### config.mk
export PLATFORM = sky130hd
export DESIGN_NAME = div_demux_flat
export DESIGN_NICKNAME = d
export VERILOG_FILES = /design/src/rtl/div_demux_if.sv /design/src/rtl/div_demux.sv /design/src/flat_wrapper.sv
export SDC_FILE = /design/constraint.sdc
export NUM_CORES = 1
export LEC_CHECK = 0
export ABC_AREA = 1
export CELL_PAD_IN_SITES_DETAIL_PLACEMENT = 0
export CELL_PAD_IN_SITES_GLOBAL_PLACEMENT = 1
export CORE_ASPECT_RATIO = 1.5
export CORE_UTILIZATION = 39
export CTS_CLUSTER_SIZE = 16
export DETAILED_ROUTE_END_ITERATION = 12
export GPL_ROUTABILITY_DRIVEN = 0
export PLACE_DENSITY = 0.88
export SLEW_MARGIN = 30
export SYNTH_ARGS = -nofsm -noshare
export SYNTH_HDL_FRONTEND = slang
export SYNTH_SLANG_ARGS = --single-unit
### constraint.sdc
create_clock -name clk -period 2.41 [get_ports clk]
set_input_delay 0.723 -clock clk [delete_from_list [all_inputs] [get_ports clk]]
set_output_delay 0.723 -clock clk [all_outputs]
set_load 0.02 [all_outputs]
### src/rtl/div_demux_if.sv
// Handshake and data bundle for the divide-and-steer block.
interface div_demux_if;
  localparam int unsigned DVD_W = 16;
  localparam int unsigned DVS_W = 8;
  localparam int unsigned SEL_W = 2;

  logic             start;
  logic [DVD_W-1:0] dividend;
  logic [DVS_W-1:0] divisor;
  logic [SEL_W-1:0] sel;
  logic             busy;
  logic             done;
  logic             div_by_zero;
  logic [DVD_W-1:0] out0;
  logic [DVD_W-1:0] out1;
  logic [DVD_W-1:0] out2;
  logic [DVD_W-1:0] out3;
  logic [DVS_W-1:0] rem;

  // Requester side: issues operands, observes results.
  modport master (
    output start, dividend, divisor, sel,
    input  busy, done, div_by_zero, out0, out1, out2, out3, rem
  );

  // Divider side.
  modport slave (
    input  start, dividend, divisor, sel,
    output busy, done, div_by_zero, out0, out1, out2, out3, rem
  );
endinterface

### src/rtl/div_demux.sv
// Sequential 16/8 unsigned restoring divider; quotient steered to one of four
// destination registers chosen by the select latched at start.
module div_demux (
  input  logic       clk,
  input  logic       rst_n,
  div_demux_if.slave bus
);
  localparam int unsigned DVD_W = 16;
  localparam int unsigned DVS_W = 8;
  localparam int unsigned CNT_W = 4;
  localparam int unsigned N_OUT = 4;

  typedef enum logic [1:0] {IDLE, DIV, FIN} state_t;

  state_t state, state_nxt;

  logic accept;
  logic accept_zero;
  logic iterate;
  logic finish;

  logic [DVD_W-1:0] dvd_sh;
  logic [DVS_W-1:0] dvs;
  logic [1:0]       sel_q;
  logic [DVD_W-1:0] quo;
  logic [DVS_W-1:0] prem;
  logic [CNT_W-1:0] cnt;

  logic [DVS_W:0]   p_shift;
  logic             p_ge;
  logic [DVS_W-1:0] p_sub;

  logic             busy_q;
  logic             done_q;
  logic             dz_q;
  logic [DVD_W-1:0] outs [N_OUT];
  logic [DVS_W-1:0] rem_q;

  // Next-state decode and per-cycle control strobes.
  always_comb begin
    state_nxt   = state;
    accept      = 1'b0;
    accept_zero = 1'b0;
    iterate     = 1'b0;
    finish      = 1'b0;
    case (state)
      IDLE: begin
        if (bus.start) begin
          if (bus.divisor != '0) begin
            accept    = 1'b1;
            state_nxt = DIV;
          end else begin
            accept_zero = 1'b1;
            state_nxt   = FIN;
          end
        end
      end
      DIV: begin
        iterate = 1'b1;
        if (cnt == '0) state_nxt = FIN;
      end
      FIN: begin
        finish    = 1'b1;
        state_nxt = IDLE;
      end
      default: state_nxt = IDLE;
    endcase
  end

  // One restoring step: shift in the next dividend bit and trial-subtract.
  // The partial remainder is kept 9 bits wide only for the compare; after a
  // step it is always below the divisor, so 8 bits are stored.
  always_comb begin
    p_shift = {prem, dvd_sh[DVD_W-1]};
    p_ge    = p_shift >= {1'b0, dvs};
    p_sub   = DVS_W'(p_shift - {1'b0, dvs});
  end

  // FSM state register.
  always_ff @(posedge clk or negedge rst_n) begin
    if (!rst_n) state <= IDLE;
    else        state <= state_nxt;
  end

  // Operand latch and iteration datapath.
  always_ff @(posedge clk or negedge rst_n) begin
    if (!rst_n) begin
      dvd_sh <= '0;
      dvs    <= '0;
      sel_q  <= '0;
      quo    <= '0;
      prem   <= '0;
      cnt    <= '0;
    end else if (accept) begin
      dvd_sh <= bus.dividend;
      dvs    <= bus.divisor;
      sel_q  <= bus.sel;
      quo    <= '0;
      prem   <= '0;
      cnt    <= CNT_W'(15);
    end else if (accept_zero) begin
      sel_q  <= bus.sel;
      quo    <= '1;
      prem   <= bus.dividend[DVS_W-1:0];
    end else if (iterate) begin
      dvd_sh <= {dvd_sh[DVD_W-2:0], 1'b0};
      prem   <= p_ge ? p_sub : p_shift[DVS_W-1:0];
      quo    <= {quo[DVD_W-2:0], p_ge};
      cnt    <= cnt - CNT_W'(1);
    end
  end

  // Registered status and destination outputs.
  always_ff @(posedge clk or negedge rst_n) begin
    if (!rst_n) begin
      busy_q <= 1'b0;
      done_q <= 1'b0;
      dz_q   <= 1'b0;
      rem_q  <= '0;
      for (int i = 0; i < N_OUT; i++) outs[i] <= '0;
    end else begin
      done_q <= finish;
      if (accept || accept_zero) begin
        busy_q <= 1'b1;
        dz_q   <= accept_zero;
      end else if (finish) begin
        busy_q      <= 1'b0;
        outs[sel_q] <= quo;
        rem_q       <= prem;
      end
    end
  end

  assign bus.busy        = busy_q;
  assign bus.done        = done_q;
  assign bus.div_by_zero = dz_q;
  assign bus.out0        = outs[0];
  assign bus.out1        = outs[1];
  assign bus.out2        = outs[2];
  assign bus.out3        = outs[3];
  assign bus.rem         = rem_q;
endmodule

### src/flat_wrapper.sv
// flat-port wrapper written by rule: the top's interface ports become plain ports
module div_demux_flat 
  (clk, rst_n, bus_start, bus_dividend, bus_divisor, bus_sel, bus_busy, bus_done, bus_div_by_zero, bus_out0, bus_out1, bus_out2, bus_out3, bus_rem);
  div_demux_if bus_i ();
  input  logic clk;
  input  logic rst_n;
  input wire logic [$bits(bus_i.start)-1:0] bus_start;
  input wire logic [$bits(bus_i.dividend)-1:0] bus_dividend;
  input wire logic [$bits(bus_i.divisor)-1:0] bus_divisor;
  input wire logic [$bits(bus_i.sel)-1:0] bus_sel;
  output wire logic [$bits(bus_i.busy)-1:0] bus_busy;
  output wire logic [$bits(bus_i.done)-1:0] bus_done;
  output wire logic [$bits(bus_i.div_by_zero)-1:0] bus_div_by_zero;
  output wire logic [$bits(bus_i.out0)-1:0] bus_out0;
  output wire logic [$bits(bus_i.out1)-1:0] bus_out1;
  output wire logic [$bits(bus_i.out2)-1:0] bus_out2;
  output wire logic [$bits(bus_i.out3)-1:0] bus_out3;
  output wire logic [$bits(bus_i.rem)-1:0] bus_rem;
  assign bus_i.start = bus_start;
  assign bus_i.dividend = bus_dividend;
  assign bus_i.divisor = bus_divisor;
  assign bus_i.sel = bus_sel;
  assign bus_busy = bus_i.busy;
  assign bus_done = bus_i.done;
  assign bus_div_by_zero = bus_i.div_by_zero;
  assign bus_out0 = bus_i.out0;
  assign bus_out1 = bus_i.out1;
  assign bus_out2 = bus_i.out2;
  assign bus_out3 = bus_i.out3;
  assign bus_rem = bus_i.rem;
  div_demux u_core (.clk(clk), .rst_n(rst_n), .bus(bus_i));
endmodule
==> metrics.csv, run 1 <==
stage,metric,value,unit
run_status,status,completed,
detailed_routing,DRC viols,0,
yosys,library cells used by synthesis,32,
setup_path,WS Path Type,reg2out,
power,Max VDD drop,0.543,mV
global_routing,antenna violations before repair,0,
setup_path,CP max FO,2,
cts,Post-CTS Setup Inserts,0,
detailed_routing,drt pass-1 iters,6,
min_path,Worst Hold Class,in2async,
timing,min Tclk post-route,2.13,ns
detailed_routing,via count,4707,
yosys,Syn Nets,661,
floorplanning,Starting Density,39.9,%
setup_path,Worst setup EP type,primary output,
floorplanning,num rows,53,
power,total design power,11.0,mW
timing,"Slew Viols, Final",0,
cts,clock slew at reported path FFs,0.06,ns
yosys,post-synth top area share,58.7,%
detailed_routing,drt first-iter violations,204,
timing,Fin. Hold Viols,0,
placed_design,PortBufs,103,
setup_path,cell family with the largest share of critical-path delay,buffers and inverters,
power,sequential power share,32.8,%
cts,# clock sinks,131,
cts,CTS tree,done,
setup_path,WP data arrival,1.41,ns
setup_path,crit path cell chain,clkdlybuf4s50_1,
job,Max-cap violations,0,
layout,ant diodes,0,
timing,clock skew,0.00895,ns
floorplanning,Placeable Area,0.0140,mm^2
setup_path,WP data required,1.69,ns
timing,fmax,469,MHz
layout,Fillers,1261,
floorplanning,die height,149,um
global_routing,vias in the first global route,4525,
layout,share of cells above drive strength 1,9.07,%
yosys,Synth area leaders,"dfrtp_1, o21ai_0, nand2_1, inv_1, nor2_1",
global_routing,GR Util All Layers,19.6,%
timing,max_slew headroom,70.3,%
power,Switch Pwr,4.37,mW
cts,root buf cell,clkbuf_16,
global_routing,first-pass GRT wire length,22.4,mm
placed_design,DP Wirelength,9.73,mm
yosys,Yosys reg bits,131,
power,combinational share of power,44.6,%
power,Pint,6.66,mW
detailed_routing,WL final,13.5,mm
cts,CTS Buf Count,17,
setup_path,"slowest stage delay, CP",0.64,ns
detailed_routing,Routed Antenna Nets,0,
setup_path,Register-to-Register Path Depth,10,
timing,setup TNS,0,ns
power,clock power share,22.7,%
setup_path,type of origin of the critical path,flip-flop,
layout,area delta synth->final,34.0,%
cts,H-tree levels,4,
setup_path,register-to-register setup slack,0.29,ns
yosys,register area share after synthesis,58.7,%
setup_path,CP Buf/Inv Count,1,
timing,RSZ-0062 raised after global routing,false,
cts,Clock Tree Buf Depth,2,
yosys,mapped cell area,0.00559,mm^2
global_routing,grt ovf,0,
cts,clk_lat worst skew,0.41,ns
layout,multi-input logic area,0.00197,mm^2
setup_path,FF-to-FF End,u_core.prem[6],
timing,Final period util,88.6,%
yosys,"area leader, netlist",dfrtp_1,
setup_path,worst r2r src,u_core.prem[3],
yosys,Synthesis Warnings,0,
timing,Worst Tran Pin Value,0.445,ns
layout,register area,0.00328,mm^2
floorplanning,I/O pin total,104,
power,Net Sw Frac,39.6,%
power,Leak Pwr,3.46,nW
yosys,Post-Syn Instances,622,
layout,Layout Nets,777,
setup_path,critical path's slowest cell,clkdlybuf4s50_1,
power,Power Dens Cells,1470,mW/mm^2
floorplanning,full die area,0.0148,mm^2
detailed_routing,Avg WL per Cell,14.3,um
floorplanning,overall die width,99.7,um
global_routing,largest net degree at the start of global routing,81,
cts,Hold Buf Count CTS,0,
detailed_routing,Vias/cell,5.00,
yosys,syn_area_per_cell,8.98,um^2
cts,post-cts resize count,0,
timing,setup violators final,0,
## sequential cells by signal, summed over array words and instances, names as in the netlist, 2 cells and up
signal and cells:
u_core.dvd_sh 16, u_core.dvs 8, u_core.bus.rem 8, u_core.bus.out3 16, u_core.state 2, u_core.bus.out0 16
u_core.prem 8, u_core.bus.out1 16, u_core.bus.out2 16, u_core.quo 16, u_core.sel_q 2, u_core.cnt 4
## through the flow
stage	hold slack, ns	utilization, %	area [um^2]	setup slack, ns	std cells
after CTS	0.307	53.5	7490	0.254	942
final	0.302	53.5	7490	0.276	942
after detailed placement	0.469	49.4	6910	0.0234	911
after global routing	0.319	53.5	7490	0.0143	942
after floorplan	0.427	-	5590	0.612	622
after global placement	0.465	49.4	6910	0.0655	911
## power by group through the flow
stage               Sequential [mW]  Clock [mW]  Combinational, mW
floorplan                      4.07           0               2.59
global placement               3.61           0               4.80
global route                   3.72        2.65               5.56
CTS                            3.62        2.55               4.96
detailed placement             3.65           0               4.92
finish                         3.61        2.50               4.92
## worst max path at each step
stage | startpoint | to | slack (ns) | depth (start not counted)
4_1_cts | u_core.prem[3] | u_core.prem[6] | 0.25 | 10
5_1_grt | u_core.dvs[4] | u_core.prem[7] | 0.01 | 12
6_report | u_core.bus.div_by_zero | bus_div_by_zero | 0.28 | 1
2_1_floorplan | u_core.prem[5] | u_core.prem[3] | 0.61 | 12
3_3_place_gp | bus_divisor[5] | u_core.prem[7] | 0.07 | 10
3_5_place_dp | bus_divisor[5] | u_core.dvd_sh[9] | 0.02 | 9
## cell families after synthesis
group,count (synthesis),synth area share (%)
xor gates and xnor gates,1,0.157
adders and majority gates,10,2.37
buffers and inverters,84,6.03
muxes,2,0.403
DFF,131,58.7
and+or+nand+nor,234,17.2
AOI/OAI and AO/OA,160,15.1
## layer usage
metal	global-route usage [%]	wire, um	vias to the layer above
met5	0	0	-
met4	8.97	398	0
met3	4.46	658	23
met2	32.9	6770	166
met1	24.0	5680	2246
li1	-	-	2272
## cells in the final DEF, fill, tap and decap left out, drive strengths merged, types with 2 or more instances in the layout
| cell | n |
|---|---|
| nand2 | 154 |
| dfrtp | 131 |
| o21ai | 130 |
| clkdlybuf4s50 | 102 |
| inv | 60 |
| nor2 | 46 |
| nand3 | 22 |
| buf | 21 |
| clkbuf | 19 |
| a21oi | 16 |
| ha | 9 |
| nor3 | 5 |
| a21boi | 5 |
| o221ai | 5 |
| clkinv | 5 |
| nand3b | 3 |
| clkinvlp | 3 |
| or2 | 2 |
| mux2 | 2 |
| bufinv | 2 |
## synthesized netlist by cell type (all sizes together)
| master | n |
|---|---|
| mux2 | 2 |
| dfrtp | 131 |
| nand3b | 3 |
| o22ai | 1 |
| nand2 | 154 |
| and2 | 1 |
| a21oi | 16 |
| a21boi | 5 |
| clkbuf | 19 |
| a22oi | 1 |
| nand4 | 1 |
| fa | 1 |
| a22o | 1 |
| buf | 7 |
| nand3 | 22 |
| xnor2 | 1 |
| inv | 58 |
| or2 | 2 |
| o21ai | 130 |
| o221a | 1 |
| o221ai | 5 |
| nor2 | 46 |
| nor3 | 5 |
| ha | 9 |
## area by class of cell
class / count / share of cell area, %
clock buffers: 19 / 5.92
clock inverters: 12 / 1.77
inverters: 58 / 2.91
multi-input cells: 407 / 26.3
flip-flops and latches: 131 / 43.8
well taps: 192 / 3.21
repair buffers: 123 / 16.1
No activity file was read; power rests on OpenSTA's default activity.
==> inputs of run 2 (changes only) <==
--- a/config.mk
+++ b/config.mk
@@ -14,6 +14,7 @@
 export DETAILED_ROUTE_END_ITERATION = 12
 export GPL_ROUTABILITY_DRIVEN = 0
 export PLACE_DENSITY = 0.88
+export SKIP_CTS_REPAIR_TIMING = 1
 export SLEW_MARGIN = 30
 export SYNTH_ARGS = -nofsm -noshare
 export SYNTH_HDL_FRONTEND = slang
==> constraint.sdc (replaced) <==
create_clock -name clk -period 2.41 [get_ports clk]
set_input_delay 0.723 -clock clk [delete_from_list [all_inputs] [get_ports clk]]
set_output_delay 0.723 -clock clk [all_outputs]
set_load 0.05 [all_outputs]
==> results of run 2 <==
Same layout as run 1 (identical final DEF). Status: completed.
Among the figures that moved: setup slack after layout 0.276 ns -> 0.0765 ns; total power 11.0 mW -> 12.0 mW; worst IR drop on VDD 0.543 mV -> 0.554 mV
==> patch 1 (settings of run 1) <==
`DVS_W` is set to 8 in 2 places; all go to 12.
--- a/src/rtl/div_demux_if.sv
+++ b/src/rtl/div_demux_if.sv
@@ -1,7 +1,7 @@
 // Handshake and data bundle for the divide-and-steer block.
 interface div_demux_if;
   localparam int unsigned DVD_W = 16;
-  localparam int unsigned DVS_W = 8;
+  localparam int unsigned DVS_W = 12;
   localparam int unsigned SEL_W = 2;
 
   logic             start;
--- a/src/rtl/div_demux.sv
+++ b/src/rtl/div_demux.sv
@@ -6,7 +6,7 @@
   div_demux_if.slave bus
 );
   localparam int unsigned DVD_W = 16;
-  localparam int unsigned DVS_W = 8;
+  localparam int unsigned DVS_W = 12;
   localparam int unsigned CNT_W = 4;
   localparam int unsigned N_OUT = 4;
 
Ports: changed (resized bus_divisor and bus_rem); port bits go from 104 to 112. The function was not compared with the original's and may differ.
==> patch 1 against run 1 <==
Die area rose by 19%. Synthesized area rose by 19%. Fmax rose by 0.55%. Wire length rose by 29%. Design area rose by 16%. Setup slack improved by 0.012 ns. Sequential cell count rose by 12. Total power rose by 21%. Critical path type is now reg2reg. Largest cell class unchanged.
==> patch 1: results (changes against run 1) <==
| Metric | Value |
|---|---|
| Max-slew headroom | `64.8% (-5.6 points)` |
| Synth unique cells | `35 (+9.4%)` |
| Clock-pin slew on the worst setup and hold paths | `0.06 ns (about the same)` |
| Ant. Diodes | `0 (unchanged)` |
| DRT iter0 DRCs | `288 (+41%)` |
| Mapped Nets | `819 (+24%)` |
| Power in sequential cells | `4.03 mW (+12%)` |
| Largest net degree at the start of global routing | `41 (-49%)` |
| Postcts setup bufs | `0 (unchanged)` |
| Drt total wl | `17,400 um (+29%)` |
| Largest area contributor in the netlist | `dfrtp_1` |
| Max IR drop VDD | `643 uV (+18%)` |
| DP Area | `8100 um^2 (+17%)` |
| Critical path's largest stage delay | `0.45 ns (-0.19 ns)` |
| Nets | `945 (+22%)` |
| Pleak | `4.15 nW (+20%)` |
| 1st-pass router iterations | `5 (-1)` |
| CTS root buf | `clkbuf_16` |
| Crit-path leading delay family | `simple AND/OR/NAND/NOR gates` |
| Final HPWL DP | `12,900 um (+32%)` |
| Layout cells sized above 1 | `10.2% (+1.2 points)` |
| CTS H-tree depth | `4 (unchanged)` |
| Most frequent cells after synthesis | `192 x nand2_1, 143 x dfrtp_1, 121 x o21ai_0` |
| Clock skew | `0.0121 ns (+0.00310 ns)` |
| Ranking of synthesized cells by area | `dfrtp_1 54%, nand2_1 11%, o21ai_0 9.1%, inv_1 5.1%, nor2_1 2.5%` |
| Hold WC Path Type | `in2async` |
| Status | `completed` |
| Initial antenna violation count | `0 (unchanged)` |
| Sequential-to-total area share from yosys stat | `53.9% (-4.8 points)` |
| Ys Warns | `0 (unchanged)` |
| CTS resizes | `0 (unchanged)` |
| Clock Path Buffers | `2 (unchanged)` |
| Ys flop type | `dfrtp_1` |
| Global-route usage over all layers | `21.2% (+1.5 points)` |
| Global-route wire length before repair | `28,500 um (+27%)` |
| Post-synthesis cell count | `772 (+24%)` |
| Switching Fraction | `42.6% (+3.0 points)` |
| Synth async-reset ratio | `100% (unchanged)` |
| Final setup fails | `0 (unchanged)` |
| Clock network fraction of total power | `19.3% (-3.4 points)` |
| Worst-skew pair later-pin latency | `0.41 ns (about the same)` |
| Vias per cell | `5.05 (+1.0%)` |
| Fill cells | `1,587 (+26%)` |
| Worst Path Max Fanout | `4 (+2)` |
| I/O Buffers | `111 (+7.8%)` |
| Pre-CTS setup slack | `-0.0454 ns (-0.0688 ns)` |
| P_int | `7.63 mW (+15%)` |
| Crit-path slowest cell | `fa_1` |
| Num CTS Buffers | `17 (unchanged)` |
| Final non-filler cell total | `1,120 (+19%)` |
| Vias in the first global route | `5,708 (+26%)` |
-- patch 1: layer usage --
layer  vias up  track usage [%]  share of wire (%)
li1       2741                -                  -
met1      2678             24.4                 40
met2       188             36.7                 52
met3        48             3.53                4.3
met4         0             11.8                4.5
met5         -                0                  0
-- patch 1: worst paths after layout --
check	cells past startpoint	endpoint	startpoint	slack, ns
max	15	u_core.prem[6]$_DFFE_PN0P_	u_core.dvd_sh[15]$_DFFE_PN0P_	0.29
min	1	u_core.bus.out3[3]$_DFFE_PN0P_	rst_n	0.22
max reg2reg	15	u_core.prem[6]$_DFFE_PN0P_	u_core.dvd_sh[15]$_DFFE_PN0P_	0.29
min reg2reg	2	u_core.bus.out3[4]$_DFFE_PN0P_	u_core.bus.out3[4]$_DFFE_PN0P_	0.48
max in group asynchronous	2	u_core.bus.out2[15]$_DFFE_PN0P_	rst_n	1.60
min in group clk	2	u_core.bus.out3[4]$_DFFE_PN0P_	u_core.bus.out3[4]$_DFFE_PN0P_	0.48
-- patch 1: logic make-up (layout without fill, tap and decap cells) --
group,after synthesis,count (layout),share of synthesized area (%)
AO/OA/AOI/OAI,177,177,13.7
XOR/XNOR,3,3,0.396
adder cells (fa/ha/maj),14,14,2.75
buffers and inverters,129,267,8.04
flip-flops,143,143,53.9
multiplexers,5,5,0.847
AND/OR/NAND/NOR,301,301,20.4
-- patch 1: layout make-up --
| type | instances | area, um^2 | area share, % |
|---|---|---|---|
| Tap cell | 210 | 263 | 3.03 |
| Clock buffer | 18 | 439 | 5.06 |
| Multi-Input combinational cell | 500 | 2530 | 29.2 |
| Inverter | 97 | 369 | 4.25 |
| Sequential cell | 143 | 3580 | 41.2 |
| Clock inverter | 13 | 139 | 1.60 |
| Timing Repair Buffer | 139 | 1360 | 15.7 |
==> patch 2 (config.mk and constraints of run 1) <==
Made on the original files. Reset style: synchronous (`rst_n`), changed in 3 clocked blocks.
--- a/src/rtl/div_demux.sv
+++ b/src/rtl/div_demux.sv
@@ -77,13 +77,13 @@
   end
 
   // FSM state register.
-  always_ff @(posedge clk or negedge rst_n) begin
+  always_ff @(posedge clk) begin
     if (!rst_n) state <= IDLE;
     else        state <= state_nxt;
   end
 
   // Operand latch and iteration datapath.
-  always_ff @(posedge clk or negedge rst_n) begin
+  always_ff @(posedge clk) begin
     if (!rst_n) begin
       dvd_sh <= '0;
       dvs    <= '0;
@@ -111,7 +111,7 @@
   end
 
   // Registered status and destination outputs.
-  always_ff @(posedge clk or negedge rst_n) begin
+  always_ff @(posedge clk) begin
     if (!rst_n) begin
       busy_q <= 1'b0;
       done_q <= 1'b0;
Formal check against the unedited RTL: differs if rst_n is asserted again (counterexample within 4 cycles, from zero or initial values and one cycle with rst_n low); with rst_n held inactive, the same outputs for 10 cycles.
==> patch 2 against run 1 <==
Register-to-register slack improved by 0.03 ns. Sequential cell count did not move. Synthesized area fell by 1.0%. Worst hold slack improved by 0.17 ns. Fmax fell by 0.45%. Design area fell by 0.23%. Die area fell by 1.0%. Wire length fell by 3.8%. Via count fell by 5.4%. Setup slack got worse by 0.0096 ns. Critical path type unchanged. Critical endpoint is now bus_rem[0]. Largest cell class unchanged. Highest routed layer unchanged.
Power is not compared: it rests on default switching activity, and its combinational part moved more than twofold at a synthesized area within 25%.
==> patch 2: results (changes against run 1) <==
| Metric | Value |
|---|---|
| Status | `completed` |
| Num CTS Buffers | `17 (unchanged)` |
| Mapped Nets | `626 (-5.3%)` |
| Global-route wire length before repair | `21,300 um (-5.1%)` |
| Synth async-reset ratio | `0% (-100 points)` |
| Vias in the first global route | `4,469 (-1.2%)` |
| Final HPWL DP | `9550 um (-1.9%)` |
| I/O Buffers | `103 (unchanged)` |
| Vias per cell | `5.03 (+0.67%)` |
| GR Util met1 | `19.4% (-4.6 points)` |
| Max-slew violations | `0 (unchanged)` |
| DRT iter0 DRCs | `184 (-9.8%)` |
| Crit-path leading delay family | `buffers and inverters` |
| CTS root buf | `clkbuf_16` |
| WL/cell | `14.7 um (+2.4%)` |
| Clock Path Buffers | `2 (unchanged)` |
| Nets | `749 (-3.6%)` |
| Largest net degree at the start of global routing | `39 (-52%)` |
| Biggest regs | `u_core.outs (64), u_core.dvd_sh (16), u_core.quo (16)` |
| Worst Path Max Fanout | `2 (unchanged)` |
| Fill cells | `1,244 (-1.3%)` |
| P_int | `4.40 mW` |
| 1st-pass router iterations | `4 (-2)` |
| Global-route usage over all layers | `18.6% (-1.1 points)` |
| Clock-pin slew on the worst setup and hold paths | `0.06 ns (about the same)` |
| Pre-CTS setup slack | `-0.0245 ns (-0.0479 ns)` |
| Layout cells sized above 1 | `11.1% (+2.0 points)` |
| Hold WC Path Type | `reg2reg` |
| Ranking of synthesized cells by area | `edfxtp_1 35%, dfxtp_1 24%, nor2_1 7.1%, o21ai_0 5.4%, nand2_1 4.8%` |
| Sequential-to-total area share from yosys stat | `59.0% (+0.34 points)` |
| Synth unique cells | `33 (+3.1%)` |
| Met3 usage | `3.74% (-0.73 points)` |
| Most frequent cells after synthesis | `104 x nor2_1, 70 x nand2_1, 68 x inv_1` |
| DP Area | `6870 um^2 (-0.53%)` |
| Post-synth EDFFs | `64 (+64)` |
| Clock skew | `0.00888 ns (-0.0000758 ns)` |
| Tightest Pin Transition | `0.358 ns (-0.0866 ns)` |
| Critical path's largest stage delay | `0.63 ns` |
| Initial antenna violation count | `0 (unchanged)` |
| Met2 Usage GRT | `35.3% (+2.5 points)` |
| Ys flop type | `dfxtp_1` |
## patch 2: area by class of cell
class | count | area, um^2 | share of cell area [%]
sequential | 131 | 3260 | 43.7
multi-input combinational | 357 | 1830 | 24.4
timing repair buffer | 128 | 1290 | 17.3
clock buffer | 17 | 425 | 5.70
inverter | 75 | 289 | 3.87
tap | 162 | 203 | 2.71
clock inverter | 15 | 169 | 2.26
## patch 2: metal layers
metal	share of wire, %	vias to the layer above
li1	-	2201
met1	39	2100
met2	55	131
met3	4.2	20
met4	2.3	0
met5	0	-
## patch 2: final timing paths
kind                                        end  slack [ns]                           start  cells past startpoint
setup / recovery                     bus_rem[0]        0.27  u_core.bus.rem[0]$_SDFFE_PN0P_                      1
hold / removal    u_core.dvd_sh[0]$_SDFFE_PN0P_        0.47   u_core.dvd_sh[0]$_SDFFE_PN0P_                      2
setup reg to reg    u_core.prem[0]$_SDFFE_PP0P_        0.32     u_core.prem[1]$_SDFFE_PP0P_                     10
hold reg to reg   u_core.dvd_sh[0]$_SDFFE_PN0P_        0.47   u_core.dvd_sh[0]$_SDFFE_PN0P_                      2
## patch 2: cell families (layout without fill, tap and decap cells)
group	after synthesis	in the layout	share of synthesized area [%]
fa+ha+maj	10	10	2.40
simple gates	229	229	18.6
compound gates	114	114	11.4
buf+inv	99	235	7.94
flops	131	131	59.0
xor+xnor	4	4	0.634
## patch 2: through the flow
stage	TNS (ns)	std cells
final	0	885
after global routing	0	885
after CTS	0	885
after detailed placement	-0.160	853
after global placement	0	853
after floorplan	0	587
## patch 2: power by group through the flow
stage	Clock (mW)	Sequential, mW	Combinational, mW
3_5_place_dp	0	2.60	0.965
5_1_grt	2.72	2.57	1.08
3_3_place_gp	0	2.60	0.940
4_1_cts	2.62	2.56	0.970
2_1_floorplan	0	2.64	0.570
6_report	2.58	2.56	0.970
